### src/rtl/div_seq_pkg.sv
// div_seq_pkg: shared constants for the sequential divider.
//   state_e             - FSM encoding (DIV_IDLE, DIV_DBZ, DIV_ON, DIV_END)
//   DIVSTART/DIVSTOP    - levels of the start request
//   DIVRESULTREADY/...  - levels of the ready flag
//   DOUBLEREGBUS        - width of the {HI, LO} result bus for 32-bit operands
package div_seq_pkg;

  typedef enum logic [1:0] {
    DIV_IDLE = 2'b00,
    DIV_DBZ  = 2'b01,
    DIV_ON   = 2'b10,
    DIV_END  = 2'b11
  } state_e;

  localparam logic DIVSTART          = 1'b1;
  localparam logic DIVSTOP           = 1'b0;
  localparam logic DIVRESULTREADY    = 1'b1;
  localparam logic DIVRESULTNOTREADY = 1'b0;

  localparam int unsigned DOUBLEREGBUS = 64;

  // The divider is busy while it owns the datapath and has no result yet.
  function automatic logic is_busy(state_e st);
    return (st == DIV_DBZ) || (st == DIV_ON);
  endfunction

endpackage

### src/rtl/div_seq.sv
// div_seq: multi-cycle restoring divider for the EX stage, one quotient bit per cycle.
//   clk, rst    - clock, synchronous active-high reset
//   start_i     - divide request, held by EX until ready_o
//   annul_i     - flush, aborts any operation in progress
//   signed_i    - 1: DIV (two's complement), 0: DIVU
//   opdata1_i   - dividend, sampled on acceptance only
//   opdata2_i   - divisor, sampled on acceptance only
//   result_o    - {remainder, quotient}, registered ({HI, LO})
//   ready_o     - result valid, high exactly while in DIV_END
//   busy_o      - high in DIV_DBZ and DIV_ON
module div_seq
  import div_seq_pkg::*;
#(
  parameter int unsigned DATA_W = DOUBLEREGBUS / 2
) (
  input  logic                clk,
  input  logic                rst,
  input  logic                start_i,
  input  logic                annul_i,
  input  logic                signed_i,
  input  logic [DATA_W-1:0]   opdata1_i,
  input  logic [DATA_W-1:0]   opdata2_i,
  output logic [2*DATA_W-1:0] result_o,
  output logic                ready_o,
  output logic                busy_o
);

  localparam int unsigned     CntW    = $clog2(DATA_W) + 1;
  localparam logic [CntW-1:0] CntLast = CntW'(DATA_W - 1);

  state_e              state_q, state_d;
  logic [CntW-1:0]     cnt_q, cnt_d;
  logic [DATA_W-1:0]   rem_q, rem_d;
  // Holds the remaining dividend bits; quotient bits shift in from the LSB.
  logic [DATA_W-1:0]   dvd_q, dvd_d;
  logic [DATA_W-1:0]   dvs_q, dvs_d;
  logic                neg_quot_q, neg_quot_d;
  logic                neg_rem_q, neg_rem_d;
  logic [2*DATA_W-1:0] result_q, result_d;

  // Operand magnitudes at acceptance.
  logic              op1_neg, op2_neg;
  logic [DATA_W-1:0] op1_abs, op2_abs;

  assign op1_neg = signed_i & opdata1_i[DATA_W-1];
  assign op2_neg = signed_i & opdata2_i[DATA_W-1];
  assign op1_abs = op1_neg ? -opdata1_i : opdata1_i;
  assign op2_abs = op2_neg ? -opdata2_i : opdata2_i;

  // One restoring step. The remainder is always below the divisor, so the
  // shifted value fits DATA_W+1 bits and the restored value fits DATA_W bits.
  logic [DATA_W:0]   shifted, trial;
  logic              q_bit;
  logic [DATA_W-1:0] rem_step, quot_step, rem_fix, quot_fix;

  assign shifted   = {rem_q, dvd_q[DATA_W-1]};
  assign trial     = shifted - {1'b0, dvs_q};
  assign q_bit     = ~trial[DATA_W];
  assign rem_step  = q_bit ? trial[DATA_W-1:0] : shifted[DATA_W-1:0];
  assign quot_step = {dvd_q[DATA_W-2:0], q_bit};

  // Sign fixup. The 0x80..0 / -1 case wraps naturally to 0x80..0.
  assign quot_fix = neg_quot_q ? -quot_step : quot_step;
  assign rem_fix  = neg_rem_q  ? -rem_step  : rem_step;

  always_comb begin
    state_d    = state_q;
    cnt_d      = cnt_q;
    rem_d      = rem_q;
    dvd_d      = dvd_q;
    dvs_d      = dvs_q;
    neg_quot_d = neg_quot_q;
    neg_rem_d  = neg_rem_q;
    result_d   = result_q;

    unique case (state_q)
      DIV_IDLE: begin
        if ((start_i == DIVSTART) && !annul_i) begin
          dvd_d      = op1_abs;
          dvs_d      = op2_abs;
          rem_d      = '0;
          cnt_d      = '0;
          neg_quot_d = op1_neg ^ op2_neg;
          neg_rem_d  = op1_neg;
          state_d    = (opdata2_i == '0) ? DIV_DBZ : DIV_ON;
        end
      end
      DIV_DBZ: begin
        if (annul_i) begin
          state_d = DIV_IDLE;
        end else begin
          result_d = '0;
          state_d  = DIV_END;
        end
      end
      DIV_ON: begin
        if (annul_i) begin
          state_d = DIV_IDLE;
        end else begin
          rem_d = rem_step;
          dvd_d = quot_step;
          cnt_d = cnt_q + CntW'(1);
          if (cnt_q == CntLast) begin
            result_d = {rem_fix, quot_fix};
            state_d  = DIV_END;
          end
        end
      end
      DIV_END: begin
        if ((start_i == DIVSTOP) || annul_i) begin
          state_d = DIV_IDLE;
        end
      end
      default: state_d = DIV_IDLE;
    endcase
  end

  always_ff @(posedge clk) begin
    if (rst) begin
      state_q    <= DIV_IDLE;
      cnt_q      <= '0;
      rem_q      <= '0;
      dvd_q      <= '0;
      dvs_q      <= '0;
      neg_quot_q <= 1'b0;
      neg_rem_q  <= 1'b0;
      result_q   <= '0;
    end else begin
      state_q    <= state_d;
      cnt_q      <= cnt_d;
      rem_q      <= rem_d;
      dvd_q      <= dvd_d;
      dvs_q      <= dvs_d;
      neg_quot_q <= neg_quot_d;
      neg_rem_q  <= neg_rem_d;
      result_q   <= result_d;
    end
  end

  assign result_o = result_q;
  assign ready_o  = (state_q == DIV_END) ? DIVRESULTREADY : DIVRESULTNOTREADY;
  assign busy_o   = is_busy(state_q);

endmodule

### config.mk
export PLATFORM = sky130hd
export DESIGN_NAME = div_seq
export DESIGN_NICKNAME = d
export VERILOG_FILES = /design/src/rtl/div_seq_pkg.sv /design/src/rtl/div_seq.sv
export SDC_FILE = /design/constraint.sdc
export NUM_CORES = 1
export LEC_CHECK = 0
export ABC_AREA = 1
export CORE_MARGIN = 1.5
export CORE_UTILIZATION = 35
export DETAILED_ROUTE_END_ITERATION = 7
export PLACE_DENSITY_LB_ADDON = 0.15
export SETUP_SLACK_MARGIN = 0.5
export SYNTH_ARGS = -nofsm -noshare
export SYNTH_HDL_FRONTEND = slang
export SYNTH_SLANG_ARGS = --single-unit
### constraint.sdc
create_clock -name clk -period 3.5 [get_ports clk]
set_input_delay 0.875 -clock clk [delete_from_list [all_inputs] [get_ports clk]]
set_output_delay 0.875 -clock clk [all_outputs]
set_load 0.03 [all_outputs]
Word-level counts from Yosys, hierarchy flattened
Cells that the tools add are included.
{"block": "op_classes", "addsub": 6, "n_eq_ne": 10, "mux": 26, "bitwise_logic": 5, "reduce_logical": 12}
{"operator": "$mux 32", "n": 9}
{"operator": "$mux 64", "n": 3}
{"operator": "$neg 32->32", "n": 4}
{"operator": "$pmux 32 s2", "n": 2}
{"operator": "$pmux 64 s2", "n": 1}
{"operator": "$sub 33x32->33", "n": 1}
{"operator": "$logic_not 32->1", "n": 1}
{"operator": "$mux 2", "n": 6}
{"operator": "$mux 6", "n": 2}
{"operator": "$pmux 6 s2", "n": 1}
{"operator": "$ne 2x2->1 const B", "n": 5}
{"operator": "$pmux 2 s4", "n": 1}
{"operator": "$add 6x1->6 const B", "n": 1}
{"operator": "$eq 6x5->1 const B", "n": 1}
{"operator": "$reduce_and 3->1", "n": 2}
{"operator": "$eq 2x2->1 const B", "n": 2}
{"operator": "$reduce_and 4->1", "n": 1}
{"operator": "$reduce_bool 2->1", "n": 2}
{"operator": "$ne 3x3->1 const B", "n": 1}
{"operator": "$and 1x1->1", "n": 2}
{"operator": "$eq 2x1->1 const B", "n": 1}
{"operator": "$logic_not 2->1", "n": 1}
{"operator": "$logic_or 1x1->1", "n": 2}
{"operator": "$not 1->1", "n": 2}
{"operator": "5 further kinds", "n": 5}
{"block": "totals", "ff_bits": 170, "inputBits": 69}

Longest topological paths before layout
{"block": "logic_depth", "word_depth": 7, "depth_mapped": 29, "ltp_nobuf": 28}

Worst setup path after synthesis
No wires, ideal clock.
{"block": "synth_timing", "path_type": "reg2reg", "start": "reg dvd_q[31]", "end": "reg result_q[30], in the netlist result_o[30]", "setup_time_ns": 0.132, "arrival_ns": 3.758, "required_ns": 3.368, "path_slack_ns": -0.390, "stages_incl_launch_ff": 29, "path_buffers": 1, "synth_period_minus_slack_ns": 3.890, "path_cell_list": "dfxtp_1 -> inv_1 -> ha_1 -> inv_1 -> fa_1 -> nand2_1 -> nand2_1 -> nand3_1 -> nand2_1 -> nand2_1 -> nand2_1 -> nand2_2 -> nand3_2 -> nand2_4 -> buf_4 -> ha_1 -> nand3_1 -> nor3_1 -> nand4_1 -> nor4b_1 -> nand2_1 -> nor2_1 -> nand2_1 -> inv_1 -> a21oi_1 -> nor3_1 -> nor2_1 -> nand2_1 -> a21oi_1"}
{"block": "synth_between", "elab_chain_len": 7}
{"item": "start, declared", "line_no": "div_seq.sv:35", "rtl": "logic [DATA_W-1:0] dvd_q, dvd_d;"}
{"item": "start signal, assigned", "line_no": "div_seq.sv:132", "rtl": "dvd_q <= dvd_d;"}
{"item": "$sub 33x32->33", "line_no": "div_seq.sv:57", "rtl": "assign trial = shifted - {1'b0, dvs_q};"}
{"item": "$not 1->1", "line_no": "div_seq.sv:58", "rtl": "assign q_bit = ~trial[DATA_W];"}
{"item": "$neg 32->32", "line_no": "div_seq.sv:63", "rtl": "assign quot_fix = neg_quot_q ? -quot_step : quot_step;"}
{"item": "$mux 32", "line_no": "div_seq.sv:63"}
{"item": "$mux 64", "line_no": "div_seq.sv:103", "rtl": "if (cnt_q == CntLast) begin"}
{"item": "$mux 64", "line_no": "div_seq.sv:97", "rtl": "if (annul_i) begin"}
{"item": "$pmux 64 s2", "line_no": "div_seq.sv:76", "rtl": "unique case (state_q)"}
{"item": "end signal, assigned", "line_no": "div_seq.sv:136", "rtl": "result_q <= result_d;"}
{"item": "end, declared", "line_no": "div_seq.sv:39", "rtl": "logic [2*DATA_W-1:0] result_q, result_d;"}
Every way passes these cells. The select of a mux whose other input is x is not followed.
A chain may end at the register's enable or synchronous reset.

Final worst setup path
{"block": "layout_timing", "start": "reg dvd_q[31]", "end": "reg result_q[20], in the netlist result_o[20]"}
The elaborated chain is that of the path after synthesis.

==> results_dict.tcl <==
set metrics [dict create \
    grt_max_degree 80 \
    critPathArrivalTime_ns 3.80 \
    fill_cells 3537 \
    dpl.hpwl_um 34900 \
    chipHeight_um 191 \
    htreeDepth 4 \
    core-area_sq_um 34600 \
    avgSynthCellArea_sq_um 6.03 \
    synth_cell_types 50 \
    netlist_instances 2048 \
    routed_wl_um 45700 \
    p_leak_uw 0.00795 \
    yosysSeqAreaShare_pct 27.6 \
    timing.final.crit_share_pct 99.3 \
    fin_skew_ns 0.0122 \
    hold_viol 0 \
    worst_path_max_delay_cell "fa_2" \
    use_met1_pct 33.0 \
    async_reset_ff_share_pct 0 \
    ys_ff_latch 170 \
    ant_nets 0 \
    die-area_sq_um 36400 \
    grt-ovfl-total 0 \
    ys.flop_type "dfxtp_1" \
    synth.top_cell.area_share_pct 27.6 \
    status "finished, final reports clean" \
    yosys-top-cells-count "614 x nand2_1, 265 x inv_1, 214 x a21oi_1, 170 x dfxtp_1, 161 x nor2_1" \
    grt_use_total_pct 25.4 \
    grt_pass1_wl_um 72400 \
    gp_congestion 0.971 \
    maxCapViolCount 0 \
    pre_cts_slack_ns -0.349 \
    power_density_nw_per_um2 478 \
    fin_area_sq_um 17000 \
    nets 2463 \
    root_buffer "clkbuf_16" \
    drc_errors 0 \
    synth_most_common_cell "nand2_1" \
    drtIter0Drc 929 \
    cts_sinks 170 \
    cts_tree "yes" \
    rows 68 \
    ioPinCount 135 \
    initial_core_util_pct 35.7 \
    routedWlPerCell_um 16.2 \
    regArea_sq_um 3410 \
    synth_top_area_cell "dfxtp_1" \
    antenna_found_initial 0 \
    vias_per_cell 5.02 \
    timing.fmax_mhz 288 \
    first_pass_iters 5 \
    crit_fanout 3 \
    synth_edf_count 0 \
    slew_violations 0 \
    gr-usage-met2_pct 42.9 \
    worstMarginPinSlew_ns 1.10 \
    setup.worst_path.end_class "register" \
    clk_latency_ns 0.46 \
    syn_to_final_growth_pct 37.8 \
    crit_type "reg2reg" \
    setup_slack_ns 0.0236 \
    worstSetupStartpointType "register" \
    top_usage_layer "met2" \
    instances_no_fill 2818 \
    cts_buffers 17 \
    setup_tns_ns 0 \
    synth_area_leaders "dfxtp_1 28%, nand2_1 19%, a21oi_1 8.7%, inv_1 8.1%, nand3_1 5.6%" \
    placed_cell_area_sq_um 15500 \
    synth_area_sq_um 12300 \
    die_w_um 191 \
    synth_fp_nets 2160 \
    vias 14145 \
    port_buffers 134 \
    cp_common_cell "nand2_2" \
    max-vdd-ir-drop_v 0.000375 \
    slew_headroom_pct 26.8 \
    first_global_vias 13628 \
    yosysWarnings 0 \
    dp_cells 2755 \
    n_antenna_cell 0 \
    cts.clk_slew.worst_paths_ns 0.07 \
    max_stage_delay_ns 0.34 \
    multi_input_area_sq_um 8310 \
    hold_class "reg2reg" \
    clock_tree.buffer_depth 2 \
    drive_gt1_share_pct 18.3 \
    setup_viol_count_final 0 \
    use_met3_pct 3.40 \
    required_ns 3.82 \
    rsz0062_at_grt "true" \
    period_needed_ns 3.48 \
]
what timing repair did:
action	in CTS	in global routing
pin swaps	26	27
endpoints found under the setup margin	64	83
hold buffers	0	0
buffers inserted	24	8
resized for setup	68	92
sequential cells by signal, indices dropped and copies added (netlist names):
| name | flops |
|---|---|
| neg_rem_q | 1 |
| cnt_q | 6 |
| state_q | 2 |
| dvs_q | 32 |
| neg_quot_q | 1 |
| result_o | 64 |
| dvd_q | 32 |
| rem_q | 32 |
power by group:
part	switching [uW]	internal [uW]
logic	2420	1530
clock network	878	1050
registers	157	2090
total	3460	4680
placed cells by master, fill, tap and decap left out, types with 5 or more instances in the layout:
master | netlist | layout
or2_2 | 7 | 7
a21oi_2 | 1 | 6
nand4_1 | 17 | 17
nor2_4 | 3 | 11
o31ai_1 | 6 | 5
nand2_2 | 14 | 41
xnor2_1 | 23 | 21
dfxtp_2 | 0 | 8
a211oi_1 | 11 | 11
nor4_1 | 7 | 7
nand3_1 | 138 | 128
dlymetal6s2s_1 | 0 | 6
clkbuf_16 | 0 | 17
a21oi_1 | 214 | 207
nor2_2 | 2 | 16
nor3_1 | 26 | 16
dfxtp_1 | 170 | 162
nand2_1 | 614 | 582
a221oi_1 | 8 | 8
clkdlybuf4s50_1 | 0 | 127
nand3_2 | 4 | 11
o211ai_1 | 6 | 6
ha_1 | 42 | 21
xor2_1 | 42 | 41
inv_2 | 4 | 16
o21ai_1 | 4 | 9
buf_4 | 6 | 217
nand2_4 | 1 | 6
ha_4 | 0 | 19
nor3_2 | 0 | 7
o21bai_1 | 5 | 5
nand3b_1 | 13 | 13
o21ai_0 | 136 | 126
nor2_1 | 161 | 139
inv_1 | 265 | 253
kinds of logic (layout without fill, tap and decap cells):
logic type                 Yosys count  count (layout)  synth area share (%)
DFF                                170             170                  27.6
xor gates and xnor gates            65              65                  4.61
and+or+nand+nor                   1019            1019                  34.9
adders and majority gates           43              43                  4.42
buffers and inverters              348             663                  11.0
AOI/OAI and AO/OA                  403             403                  17.6
cell type report:
type	count	share of cell area, %
Clock inverter	13	0.868
Clock buffer	18	2.52
Timing Repair Buffer	359	18.3
Tap cell	455	3.35
Inverter	273	6.02
Multi-Input combinational cell	1530	48.9
Sequential cell	170	20.1
path summary, 6_finish.rpt:
path         slack, ns    startpoint      endpoint  depth (start not counted)
max               0.02     dvd_q[31]  result_o[20]                         25
min               0.46  result_o[55]  result_o[55]                          2
max reg2reg       0.02     dvd_q[31]  result_o[20]                         25
min reg2reg       0.46  result_o[55]  result_o[55]                          2
routing by layer:
| layer | up-vias | part of all wire, % | wire length, um |
|---|---|---|---|
| met2 | 366 | 47 | 21500 |
| met1 | 6500 | 45 | 20700 |
| li1 | 7207 | - | - |
| met5 | - | 0 | 0 |
| met4 | 0 | 3.1 | 1410 |
| met3 | 72 | 4.6 | 2090 |
through the flow:
stage	total power [uW]	utilization (%)	hold slack (ns)
final	8140	49.1	0.464
after global routing	8730	49.1	0.489
after CTS	8010	47.9	0.467
after detailed placement	5790	44.8	0.457
after global placement	5790	44.8	0.455
after floorplan	4530	-	0.445
critical path, delay by kind of cell (launching register included):
family          cells  cell delay, ns
fa+ha+maj           3            0.60
buf+inv             4            0.37
simple gates       14            1.59
compound gates      4            0.45
flops               1            0.32
No activity file was read; power rests on OpenSTA's default activity.
